### src/rtl/adc_serial_capture.sv
// Periodic four-channel serial ADC capture: convst pulse, shared sclk/csn readout, one-cycle strobe.
// State | meaning: IDLE wait for tick | CONVERT convst high | SHIFT clock 16 bits | DONE publish sample
module adc_serial_capture #(
  parameter int CLK_DIV       = 2,
  parameter int CONV_CYCLES   = 40,
  parameter int SAMPLE_PERIOD = 200
) (
  input  logic        ADC_I_clk,
  input  logic        I_rst,
  input  logic        I_en,
  input  logic        I_clrOverrun,
  input  logic        ADC_I_sdoA,
  input  logic        ADC_I_sdoB,
  input  logic        ADC_I_sdoC,
  input  logic        ADC_I_sdoD,
  output logic        ADC_O_convst,
  output logic        ADC_O_csn,
  output logic        ADC_O_sclk,
  output logic [15:0] O_chanA,
  output logic [15:0] O_chanB,
  output logic [15:0] O_chanC,
  output logic [15:0] O_chanD,
  output logic        O_chanAvalid,
  output logic        O_chanBvalid,
  output logic        O_chanCvalid,
  output logic        O_chanDvalid,
  output logic        O_busy,
  output logic        O_overrun,
  output logic [15:0] O_sampleCount
);

  localparam int CNT_MAX = (CONV_CYCLES > CLK_DIV) ? CONV_CYCLES : CLK_DIV;
  localparam int CW      = $clog2(CNT_MAX) + 1;
  localparam int PW      = $clog2(SAMPLE_PERIOD);

  typedef enum logic [1:0] {IDLE, CONVERT, SHIFT, DONE} state_t;

  state_t        r_state, w_state_nxt;
  logic [CW-1:0] r_cnt, w_cnt_nxt;
  logic          r_phase, w_phase_nxt;
  logic [3:0]    r_bit, w_bit_nxt;
  logic [PW-1:0] r_period;
  logic [15:0]   r_sr   [4];
  logic [15:0]   r_chan [4];
  logic          r_convst, r_csn, r_sclk, r_valid, r_busy, r_overrun;
  logic [15:0]   r_sample_cnt;
  logic          w_tick, w_sample;
  logic [3:0]    w_sdo;

  assign w_sdo  = {ADC_I_sdoD, ADC_I_sdoC, ADC_I_sdoB, ADC_I_sdoA};
  assign w_tick = I_en && (r_period == PW'(SAMPLE_PERIOD - 1));

  always_comb begin
    w_state_nxt = r_state;
    w_cnt_nxt   = r_cnt;
    w_phase_nxt = r_phase;
    w_bit_nxt   = r_bit;
    w_sample    = 1'b0;
    case (r_state)
      IDLE: begin
        if (w_tick) begin
          w_state_nxt = CONVERT;
          w_cnt_nxt   = CW'(CONV_CYCLES - 1);
        end
      end
      CONVERT: begin
        if (r_cnt == '0) begin
          w_state_nxt = SHIFT;
          w_cnt_nxt   = CW'(CLK_DIV - 1);
          w_phase_nxt = 1'b0;
          w_bit_nxt   = 4'd15;
        end else begin
          w_cnt_nxt = r_cnt - 1'b1;
        end
      end
      SHIFT: begin
        if (r_cnt != '0) begin
          w_cnt_nxt = r_cnt - 1'b1;
        end else if (!r_phase) begin
          w_phase_nxt = 1'b1;
          w_cnt_nxt   = CW'(CLK_DIV - 1);
        end else begin
          // last cycle of the high phase: capture this bit
          w_sample = 1'b1;
          if (r_bit == 4'd0) begin
            w_state_nxt = DONE;
          end else begin
            w_bit_nxt   = r_bit - 4'd1;
            w_phase_nxt = 1'b0;
            w_cnt_nxt   = CW'(CLK_DIV - 1);
          end
        end
      end
      DONE:    w_state_nxt = IDLE;
      default: w_state_nxt = IDLE;
    endcase
  end

  always_ff @(posedge ADC_I_clk) begin
    if (I_rst) begin
      r_state      <= IDLE;
      r_cnt        <= '0;
      r_phase      <= 1'b0;
      r_bit        <= 4'd0;
      r_period     <= '0;
      r_convst     <= 1'b0;
      r_csn        <= 1'b1;
      r_sclk       <= 1'b0;
      r_valid      <= 1'b0;
      r_busy       <= 1'b0;
      r_overrun    <= 1'b0;
      r_sample_cnt <= 16'd0;
      for (int i = 0; i < 4; i++) begin
        r_sr[i]   <= 16'd0;
        r_chan[i] <= 16'd0;
      end
    end else begin
      r_state <= w_state_nxt;
      r_cnt   <= w_cnt_nxt;
      r_phase <= w_phase_nxt;
      r_bit   <= w_bit_nxt;

      if (!I_en || w_tick) r_period <= '0;
      else                 r_period <= r_period + 1'b1;

      // outputs registered from the next state so they line up with r_state
      r_convst <= (w_state_nxt == CONVERT);
      r_csn    <= (w_state_nxt != SHIFT);
      r_sclk   <= (w_state_nxt == SHIFT) && w_phase_nxt;
      r_valid  <= (w_state_nxt == DONE);
      r_busy   <= (w_state_nxt != IDLE);

      if (w_sample) begin
        for (int i = 0; i < 4; i++) r_sr[i] <= {r_sr[i][14:0], w_sdo[i]};
      end
      if (w_state_nxt == DONE) begin
        for (int i = 0; i < 4; i++) r_chan[i] <= {r_sr[i][14:0], w_sdo[i]};
        r_sample_cnt <= r_sample_cnt + 16'd1;
      end

      if (w_tick && (r_state != IDLE)) r_overrun <= 1'b1;
      else if (I_clrOverrun)           r_overrun <= 1'b0;
    end
  end

  assign ADC_O_convst  = r_convst;
  assign ADC_O_csn     = r_csn;
  assign ADC_O_sclk    = r_sclk;
  assign O_chanA       = r_chan[0];
  assign O_chanB       = r_chan[1];
  assign O_chanC       = r_chan[2];
  assign O_chanD       = r_chan[3];
  assign O_chanAvalid  = r_valid;
  assign O_chanBvalid  = r_valid;
  assign O_chanCvalid  = r_valid;
  assign O_chanDvalid  = r_valid;
  assign O_busy        = r_busy;
  assign O_overrun     = r_overrun;
  assign O_sampleCount = r_sample_cnt;

endmodule

### config.mk
export PLATFORM = sky130hd
export DESIGN_NAME = adc_serial_capture
export DESIGN_NICKNAME = d
export VERILOG_FILES = /design/src/rtl/adc_serial_capture.sv
export SDC_FILE = /design/constraint.sdc
export NUM_CORES = 1
export LEC_CHECK = 0
export BUFFER_PORTS_ARGS = -buffer_cell sky130_fd_sc_hd__buf_2
export CAP_MARGIN = 20
export CORE_MARGIN = 2
export CORE_UTILIZATION = 30
export DETAILED_ROUTE_END_ITERATION = 6
export GPL_TIMING_DRIVEN = 0
export PLACE_DENSITY_LB_ADDON = 0.3
export SYNTH_ARGS = -nofsm -noshare
export SYNTH_HDL_FRONTEND = slang
export SYNTH_SLANG_ARGS = --single-unit
### constraint.sdc
create_clock -name ADC_I_clk -period 5.9 [get_ports ADC_I_clk]
set_input_delay 0.885 -clock ADC_I_clk [delete_from_list [all_inputs] [get_ports ADC_I_clk]]
set_output_delay 0.885 -clock ADC_I_clk [all_outputs]
set_load 0.02 [all_outputs]
==> impl_metrics.env <==
export IMPL_outcome="complete, no violations"
export IMPL_hold_buffers=0
export IMPL_clock_skew_ns=0.00923
export IMPL_ios=97
export IMPL_ys_flop_type="edfxtp_1"
export IMPL_slowest_stage="or2_4"
export IMPL_dieArea_um2=24500
export IMPL_wl_um=14000
export IMPL_critical_path_cell_chain="inv_1 -> ha_1 -> clkbuf_1 -> nand2_1 -> or4_4 -> o2bb2ai_2 -> clkbuf_1 -> nor3_1 -> or2_4"
export IMPL_arrival_ns=3.79
export IMPL_power_density_nw_per_um2=319
export IMPL_ys_seq_area_frac=0.661
export IMPL_seqPwrFrac=0.500
export IMPL_grt_overflow=0
export IMPL_syn_cell_area_um2=6970
export IMPL_antenna_found_initial=0
export IMPL_clk_pin_slew_worst_paths_ns=0.07
export IMPL_hold_viol_final=0
export IMPL_first_global_vias=4243
export IMPL_die_w_um=156
export IMPL_p_switching_uw=722
export IMPL_rsz0062_at_grt="false"
export IMPL_max_slew_margin=0.313
export IMPL_drv_cap=0
export IMPL_maxSlewViolCount=0
export IMPL_drive_gt1_frac=0.234
export IMPL_leakage_uw=0.00329
export IMPL_place_area_um2=7860
export IMPL_viasPerCell=4.63
export IMPL_hold_ws_ns=0.439
export IMPL_dp_slack_ns=1.77
export IMPL_yosys_warnings=0
export IMPL_final_cell_mix="and2_1, edfxtp_1, buf_2"
export IMPL_synth_cell_types=49
export IMPL_nNetsFinal=679
export IMPL_num_rows=55
export IMPL_cts_root_buf="clkbuf_16"
export IMPL_cp_common_cell="clkbuf_1"
export IMPL_synth_edff_count=124
export IMPL_post_route_drc_count=0
export IMPL_portBuffers=95
export IMPL_cts_buffers=17
export IMPL_clock_sinks=168
export IMPL_synth_cells=544
export IMPL_p_int_uw=1970
export IMPL_htreeDepth=4
export IMPL_fin_crit_sh=0.634
export IMPL_cp_slowest_stage_delay_ns=0.75
export IMPL_antenna_left=0
export IMPL_routabilityCongestion=0.784
export IMPL_areaGrowthSynthToFinish_pct=20.9
export IMPL_wire_per_inst_um=14.6
export IMPL_max_freq_ghz=0.267
export IMPL_cts_buffer_depth=2
export IMPL_p_sw_frac=0.269
export IMPL_synth_nets=562
export IMPL_totalPowerFinal_uw=2690
export IMPL_dr_pass1_iters=4
export IMPL_finalWorstSetupSlack_ns=2.16
export IMPL_criticalPathCategory="reg -> reg"
export IMPL_final_common_cell="and2_1"
export IMPL_postLayoutCellArea_um2=8420
export IMPL_grtUsageTotal=0.119
export IMPL_p_comb_frac=0.106
export IMPL_critPathCaptureType="flip-flop"
export IMPL_irDropWorstVdd_mv=0.174
export IMPL_vias=4437
export IMPL_die_h_um=156
export IMPL_async_flop_share=0
export IMPL_clkLatencyLatePin_ns=0.42
export IMPL_synth_seq_cells=168
export IMPL_n_antenna_cell=0
export IMPL_crit_path_start_kind="flip-flop"
export IMPL_fin_crit_ns=3.74
export IMPL_worst_pin_slew_ns=1.02
export IMPL_syn_avg_cell_area_um2=12.8
export IMPL_finalSetupViolations=0
export IMPL_grt_pass1_wl_um=22700
export IMPL_post_cts_setup_buffers=0
export IMPL_grt_start_max_net_pins=65
export IMPL_dpl_hpwl_um=9320
export IMPL_cts_resized=0
export IMPL_first_iter_violations=251
export IMPL_crit_required_ns=5.94
export IMPL_pwr_share_clk=0.394
export IMPL_finalSetupTns_ns=0
export IMPL_core_um2=22700
export IMPL_hold_path_class="reg -> reg"
export IMPL_cts_tree="done"
export IMPL_start_util=0.307
export IMPL_path_max_fanout=64
[Yosys cell counts (10+ instances only)]
cell      number  area (um^2)
ha_1          10          125
clkbuf_1      19         71.3
and2_1       125          782
nor2_1        27          101
dfxtp_1       44          881
edfxtp_1     124         3720
a21oi_1       19         95.1
inv_1         13         48.8
nor3_1        14         70.1
o31ai_1       15          113
nand2_1       10         37.5
[path summary, 6_finish.rpt]
| kind | startpoint | to | slack [ns] | cells past startpoint |
|---|---|---|---|---|
| max | r_state[0] | r_chan[3][9] | 2.16 | 9 |
| max reg2reg | r_state[0] | r_chan[3][9] | 2.16 | 9 |
| min | r_period[0] | r_period[0] | 0.44 | 1 |
| min reg2reg | r_period[0] | r_period[0] | 0.44 | 1 |
[final cells by class]
cell class                      instances  area (um^2)
Inverter                               13         48.8
Clock buffer                           17          425
Timing Repair Buffer                   98          528
Sequential cell                       168         4600
Clock inverter                         15          133
Multi-Input combinational cell        333         2160
Fill cell                            2232        14300
Tap cell                              285          357
Buffer                                 30          165
[worst max-delay path: cells and delay by family (launching register included)]
kind | cells | cell delay [ns]
flops | 1 | 0.36
simple gates | 4 | 1.88
compound gates | 1 | 0.20
buf+inv | 3 | 0.71
fa+ha+maj | 1 | 0.15
[power groups by stage]
stage | combinational, uW | clock [uW] | sequential (uW)
global placement | 275 | 0 | 1370
floorplan | 173 | 0 | 1390
detailed placement | 285 | 0 | 1370
global route | 317 | 1140 | 1350
CTS | 287 | 1090 | 1340
finish | 286 | 1060 | 1340
[per-stage QoR]
stage | utilization | cells
after global placement | 0.343 | 924
after floorplan | - | 544
after global routing | 0.371 | 959
after CTS | 0.371 | 958
after detailed placement | 0.346 | 926
final | 0.371 | 959
[routing by layer]
layer  part of all wire  track usage  up-vias
met1               0.48        0.158     2102
met5                  0            0        -
li1                   -            -     2192
met3              0.047       0.0305       17
met4              0.012       0.0389        0
met2               0.46        0.189      126
[logic make-up after synthesis]
kind of cell | Yosys count | synth area share
simple gates | 246 | 0.211
xor+xnor | 6 | 0.00754
fa+ha+maj | 10 | 0.0180
mux | 7 | 0.0113
compound gates | 64 | 0.0609
flops | 168 | 0.661
buf+inv | 43 | 0.0307
[flip-flops by register name (all words and copies together), names as in the netlist]
name           flops
O_overrun          1
r_chan            64
O_sampleCount     16
r_phase            1
r_bit              4
r_sr              60
ADC_O_convst       1
ADC_O_csn          1
r_state            2
O_chanAvalid       1
r_cnt              7
r_period           8
ADC_O_sclk         1
O_busy             1
(Power assumes the default switching activity.)
